[src/rtl/entrada_pkg.sv]
// Shared definitions for the Entrada input path: FSM encoding and debounce defaults.
// Optional feature macro: ENTRADA_PRESS_COUNT_EN (adds press_count output).
package entrada_pkg;

    typedef enum logic [1:0] {
        IDLE         = 2'd0,
        WAIT_PRESS   = 2'd1,
        WAIT_RELEASE = 2'd2,
        VALID        = 2'd3
    } state_t;

    localparam int DEB_CYCLES_BOARD = 500000;
    localparam int DEB_CYCLES_SIM   = 4;

endpackage

[src/rtl/debounce_sinc.sv]
// Two-flop synchronizer plus stability counter for one raw active-low key.
// Optional feature macro: ENTRADA_PRESS_COUNT_EN (not used here).
module debounce_sinc #(
    parameter int DEB_CYCLES = 500000,
    parameter int CNT_W      = 20
) (
    input  logic clk0,
    input  logic reset,
    input  logic raw,
    output logic clean
);

    logic             s1;
    logic             s2;
    logic [CNT_W-1:0] cnt;

    always_ff @(posedge clk0) begin
        if (!reset) begin
            s1    <= 1'b1;
            s2    <= 1'b1;
            cnt   <= '0;
            clean <= 1'b1;
        end else begin
            s1 <= raw;
            s2 <= s1;
            // any return to the current clean level restarts the stability window
            if (s2 == clean) begin
                cnt <= '0;
            end else if (cnt == CNT_W'(DEB_CYCLES - 1)) begin
                clean <= s2;
                cnt   <= '0;
            end else begin
                cnt <= cnt + CNT_W'(1);
            end
        end
    end

endmodule

[src/rtl/modulo_entrada_botao.sv]
// Entrada input stage: debounced key, synced switches, 4-phase rd_req/data_valid handshake.
// Optional feature macro: ENTRADA_PRESS_COUNT_EN (adds 8-bit press_count output).
module modulo_entrada_botao
    import entrada_pkg::*;
#(
    parameter int DEB_CYCLES = DEB_CYCLES_BOARD,
    parameter int CNT_W      = 20,
    parameter int DATA_W     = 16
) (
    input  logic              clk0,
    input  logic              reset,
    input  logic              ent,
    input  logic [DATA_W-1:0] switch,
    input  logic              rd_req,
`ifdef ENTRADA_PRESS_COUNT_EN
    output logic [7:0]        press_count,
`endif
    output logic [DATA_W-1:0] data_out,
    output logic              data_valid,
    output logic              ent_clean
);

    state_t            state;
    state_t            next;
    logic              capture;
    logic              armed;
    logic [DATA_W-1:0] sw_m;
    logic [DATA_W-1:0] sw_s;

    debounce_sinc #(
        .DEB_CYCLES(DEB_CYCLES),
        .CNT_W     (CNT_W)
    ) u_deb_ent (
        .clk0 (clk0),
        .reset(reset),
        .raw  (ent),
        .clean(ent_clean)
    );

    always_ff @(posedge clk0) begin
        if (!reset) begin
            sw_m <= '1;
            sw_s <= '1;
        end else begin
            sw_m <= switch;
            sw_s <= sw_m;
        end
    end

    always_comb begin
        next    = state;
        capture = 1'b0;
        unique case (state)
            IDLE: begin
                if (rd_req) next = WAIT_PRESS;
            end
            WAIT_PRESS: begin
                if (!rd_req)
                    next = IDLE;
                else if (armed && !ent_clean)
                    next = WAIT_RELEASE;
            end
            WAIT_RELEASE: begin
                if (!rd_req) begin
                    next = IDLE;
                end else if (ent_clean) begin
                    next    = VALID;
                    capture = 1'b1;
                end
            end
            VALID: begin
                if (!rd_req) next = IDLE;
            end
            default: next = IDLE;
        endcase
    end

    // armed: key seen released since entering WAIT_PRESS, so a held key is ignored
    always_ff @(posedge clk0) begin
        if (!reset) begin
            state      <= IDLE;
            armed      <= 1'b0;
            data_out   <= '0;
            data_valid <= 1'b0;
        end else begin
            state      <= next;
            armed      <= (state == WAIT_PRESS) && (next == WAIT_PRESS)
                          && (armed || ent_clean);
            data_valid <= (next == VALID);
            if (capture) data_out <= sw_s;
        end
    end

`ifdef ENTRADA_PRESS_COUNT_EN
    always_ff @(posedge clk0) begin
        if (!reset)
            press_count <= 8'd0;
        else if (capture)
            press_count <= press_count + 8'd1;
    end
`endif

endmodule

[config.mk]
export PLATFORM = sky130hd
export DESIGN_NAME = modulo_entrada_botao
export DESIGN_NICKNAME = d
export VERILOG_FILES = /design/src/rtl/entrada_pkg.sv /design/src/rtl/debounce_sinc.sv /design/src/rtl/modulo_entrada_botao.sv
export SDC_FILE = /design/constraint.sdc
export NUM_CORES = 1
export LEC_CHECK = 0
export CAP_MARGIN = 5
export CORE_MARGIN = 4
export CORE_UTILIZATION = 55
export CTS_BUF_LIST = sky130_fd_sc_hd__clkbuf_16
export DETAILED_ROUTE_END_ITERATION = 16
export PLACE_DENSITY = 0.88
export SLEW_MARGIN = 20
export SYNTH_ARGS = -nofsm -noshare
export SYNTH_HDL_FRONTEND = slang
export SYNTH_SLANG_ARGS = --single-unit
[constraint.sdc]
create_clock -name clk0 -period 4.2 [get_ports clk0]
set_input_delay 0.42 -clock clk0 [delete_from_list [all_inputs] [get_ports clk0]]
set_output_delay 0.42 -clock clk0 [all_outputs]
set_load 0.05 [all_outputs]
==> results.sh <==
export IMPL_synth_largest_area_cell="dfxtp_1"
export IMPL_yosysSeqAreaShare_pct=58.68
export IMPL_power_switching_mw=0.3064
export IMPL_fmax_mhz=482.6
export IMPL_period_needed_ns=2.072
export IMPL_ctsLongestPathBuffers=2
export IMPL_dieArea_um2=5807
export IMPL_n_antenna_cell=0
export IMPL_finalNonFillerCells=364
export IMPL_grt_pass1_wl_mm=8.300
export IMPL_die_height_um=76.21
export IMPL_dp_hpwl_mm=3.023
export IMPL_drt_total_wl_mm=5.020
export IMPL_antenna_found_initial=0
export IMPL_synthTopCellsByArea="dfxtp_1 59%, nand2b_1 8.6%, nand2_1 5.6%"
export IMPL_setup_viol=0
export IMPL_cts_tree="done"
export IMPL_synth_top_area_share_pct=58.68
export IMPL_p_sw_share_pct=19.43
export IMPL_netlist_instances=268
export IMPL_critical_path_max_fanout=19
export IMPL_p_leak_nw=1.123
export IMPL_crit_path_start="u_deb_ent.cnt[5]"
export IMPL_intPower_mw=1.271
export IMPL_clk_pin_slew_ns=0.06
export IMPL_fp_coreArea_um2=4414
export IMPL_period_share_pct=49.34
export IMPL_dp_slack_ns=2.144
export IMPL_io_buffers=37
export IMPL_ff2ff_path_depth=4
export IMPL_skew_ns=0.005353
export IMPL_nFillCells=323
export IMPL_cts_max_level=3
export IMPL_rrSetupSlack_ns=2.13
export IMPL_start_kind="flop"
export IMPL_routed_via_density=5.173
export IMPL_cts_root_buffer="clkbuf_16"
export IMPL_num_vias=1883
export IMPL_drt_pass1_iterations=4
export IMPL_postCtsResizedCells=0
export IMPL_cts_buffers=9
export IMPL_drv_slew=0
export IMPL_end_kind="flop"
export IMPL_gp_congestion=0.8843
export IMPL_met2_usage_pct=29.79
export IMPL_postCtsHoldBufs=0
export IMPL_hold_slack_ns=0.4035
export IMPL_outcome="finished, final reports clean"
export IMPL_comb_power_share_pct=2.6
export IMPL_synth_flop_cell="dfxtp_1"
export IMPL_drtIter0Drc=127
export IMPL_min_to="sw_s[0]"
export IMPL_synth_edff_count=0
export IMPL_seq_power_share_pct=46.4
export IMPL_finalSetupTns_ns=0
export IMPL_grt_usage_pct=17.80
export IMPL_min_delay_start="sw_m[0]"
export IMPL_clock_sinks=75
export IMPL_layout_nets=328
export IMPL_min_path_type="flop to flop"
export IMPL_hold_path_depth=1
export IMPL_syn_num_nets=289
export IMPL_die_w_um=76.21
export IMPL_worstMarginPinSlew_ns=0.6335
export IMPL_worstPathArrival_ns=2.26
export IMPL_met1_usage_pct=20.41
export IMPL_fin_ws_ns=2.128
export IMPL_rr_endpoint="u_deb_ent.cnt[6]"
export IMPL_yosys_register_bits=75
export IMPL_ios=38
export IMPL_area_delta_synth_final_pct=27.73
export IMPL_insertion_delay_ns=0.33
export IMPL_postRouteAntennaNets=0
export IMPL_rows=24
export IMPL_synth_area_per_cell_um2=9.547
export IMPL_rsz0062_at_grt="false"
export IMPL_final_core_util_pct=74.04
export IMPL_r2r_start="u_deb_ent.cnt[5]"
export IMPL_critical_path_class="flop to flop"
export IMPL_clkPwrFrac_pct=51.0
export IMPL_ir_drop_mv=0.2731
export IMPL_wl_per_cell_um=13.79
export IMPL_postCtsSetupRepairBufs=0
export IMPL_max_cap_violations=0
export IMPL_grt_overflow=0
export IMPL_crit_required_ns=4.39
export IMPL_relSlewSlack_pct=57.77
export IMPL_p_per_area_nw_per_um2=482.6
export IMPL_grt_pass1_vias=1798
export IMPL_met3_usage_pct=6.147
export IMPL_grt_busiest_layer="met2"
export IMPL_start_util_pct=57.96
export IMPL_drive_gt1_share_pct=7.051
export IMPL_synth_area_um2=2559
export IMPL_hold_violations=0
export IMPL_grt_max_degree=39
export IMPL_drc=0
export IMPL_async_reset_ff_share_pct=0
export IMPL_ys_warn_count=0
export IMPL_ys_types=31
export IMPL_dp_cells=348
[flip-flops by register name, summed over array words and instances (netlist names)]
name,count
u_deb_ent.cnt,20
state,2
u_deb_ent.clean,1
data_valid,1
armed,1
sw_s,16
data_out,16
u_deb_ent.s2,1
sw_m,16
u_deb_ent.s1,1
[worst max-delay path by stage]
stage	slack [ns]	endpoint	cells past startpoint
5_1_grt	1.90	u_deb_ent.cnt[6]	4
3_3_place_gp	2.21	u_deb_ent.cnt[18]	5
4_1_cts	2.12	ent_clean	1
2_1_floorplan	2.50	u_deb_ent.cnt[10]	6
3_5_place_dp	2.14	u_deb_ent.cnt[13]	4
6_report	2.13	u_deb_ent.cnt[6]	4
[worst max-delay path: stages (launching register included)]
cell,delay (ns)
dfxtp_1,0.35
or4b_1,0.55
nor4_2,0.33
a21o_1,0.58
nor2_1,0.12
[cells in the mapped netlist, types with 2 or more instances]
| cell type | number |
|---|---|
| a21oi_1 | 20 |
| o21ai_0 | 3 |
| xnor2_1 | 13 |
| nand2_1 | 38 |
| nor2_1 | 24 |
| nor4_1 | 3 |
| nand4_1 | 6 |
| or3_1 | 2 |
| a21oi_2 | 2 |
| nand2b_1 | 35 |
| nor3_1 | 5 |
| nand3_1 | 8 |
| nor2b_1 | 2 |
| buf_6 | 2 |
| clkbuf_1 | 8 |
| dfxtp_1 | 75 |
| inv_1 | 7 |
| xor2_1 | 2 |
[per-layer routing]
layer	wire (um)	vias up
li1	-	954
met1	2095	878
met2	2578	47
met3	299	4
met4	46	0
met5	0	-
[through the flow]
step	area (um^2)	total power, mW
after floorplan	2559	0.7666
after global placement	2949	0.7869
after detailed placement	2949	0.7877
after CTS	3268	1.587
after global routing	3268	1.620
final	3268	1.577
[logic make-up (layout without fill, tap and decap cells)]
logic type,Yosys count,in the layout,synth area share [%]
AND/OR/NAND/NOR,132,132,26.55
flip-flops,75,75,58.68
AO/OA/AOI/OAI,28,28,6.064
buffers and inverters,17,61,3.081
XOR/XNOR,15,15,5.135
adder cells (fa/ha/maj),1,1,0.4889
[layout by cell type (no fill, tap or decap), types with 2 or more instances in the layout]
cell type and n:
clkbuf_16 9, clkdlybuf4s50_1 37, or3_1 2, nand2b_1 35, nand2_1 38, xnor2_1 13
o21ai_0 3, dfxtp_1 75, a21oi_2 2, nor2b_1 2, nor3_1 5, nand4_1 6
nor4_1 3, nor2_1 24, a21oi_1 20, inv_1 8, xor2_1 2, nand3_1 8
bufinv_16 2, clkinv_4 2
[power groups by stage]
stage	clock network [mW]	logic [mW]	registers, mW
after floorplan	0	0.0205	0.746
after global placement	0	0.0400	0.747
after detailed placement	0	0.0405	0.747
after CTS	0.813	0.0419	0.732
after global routing	0.841	0.0452	0.733
final	0.804	0.0414	0.732
[final cells by class]
type                       instances  area (um^2)  share of cell area, %
multi-input combinational        176        978.4                  29.94
sequential                        75         1501                  45.94
clock inverter                     7        93.84                  2.871
timing repair buffer              38        377.9                  11.56
clock buffer                       9        225.2                  6.891
inverter                           7        26.28                 0.8040
tap                               52        65.06                  1.991
Note: power is estimated with default switching activity, not from simulation.
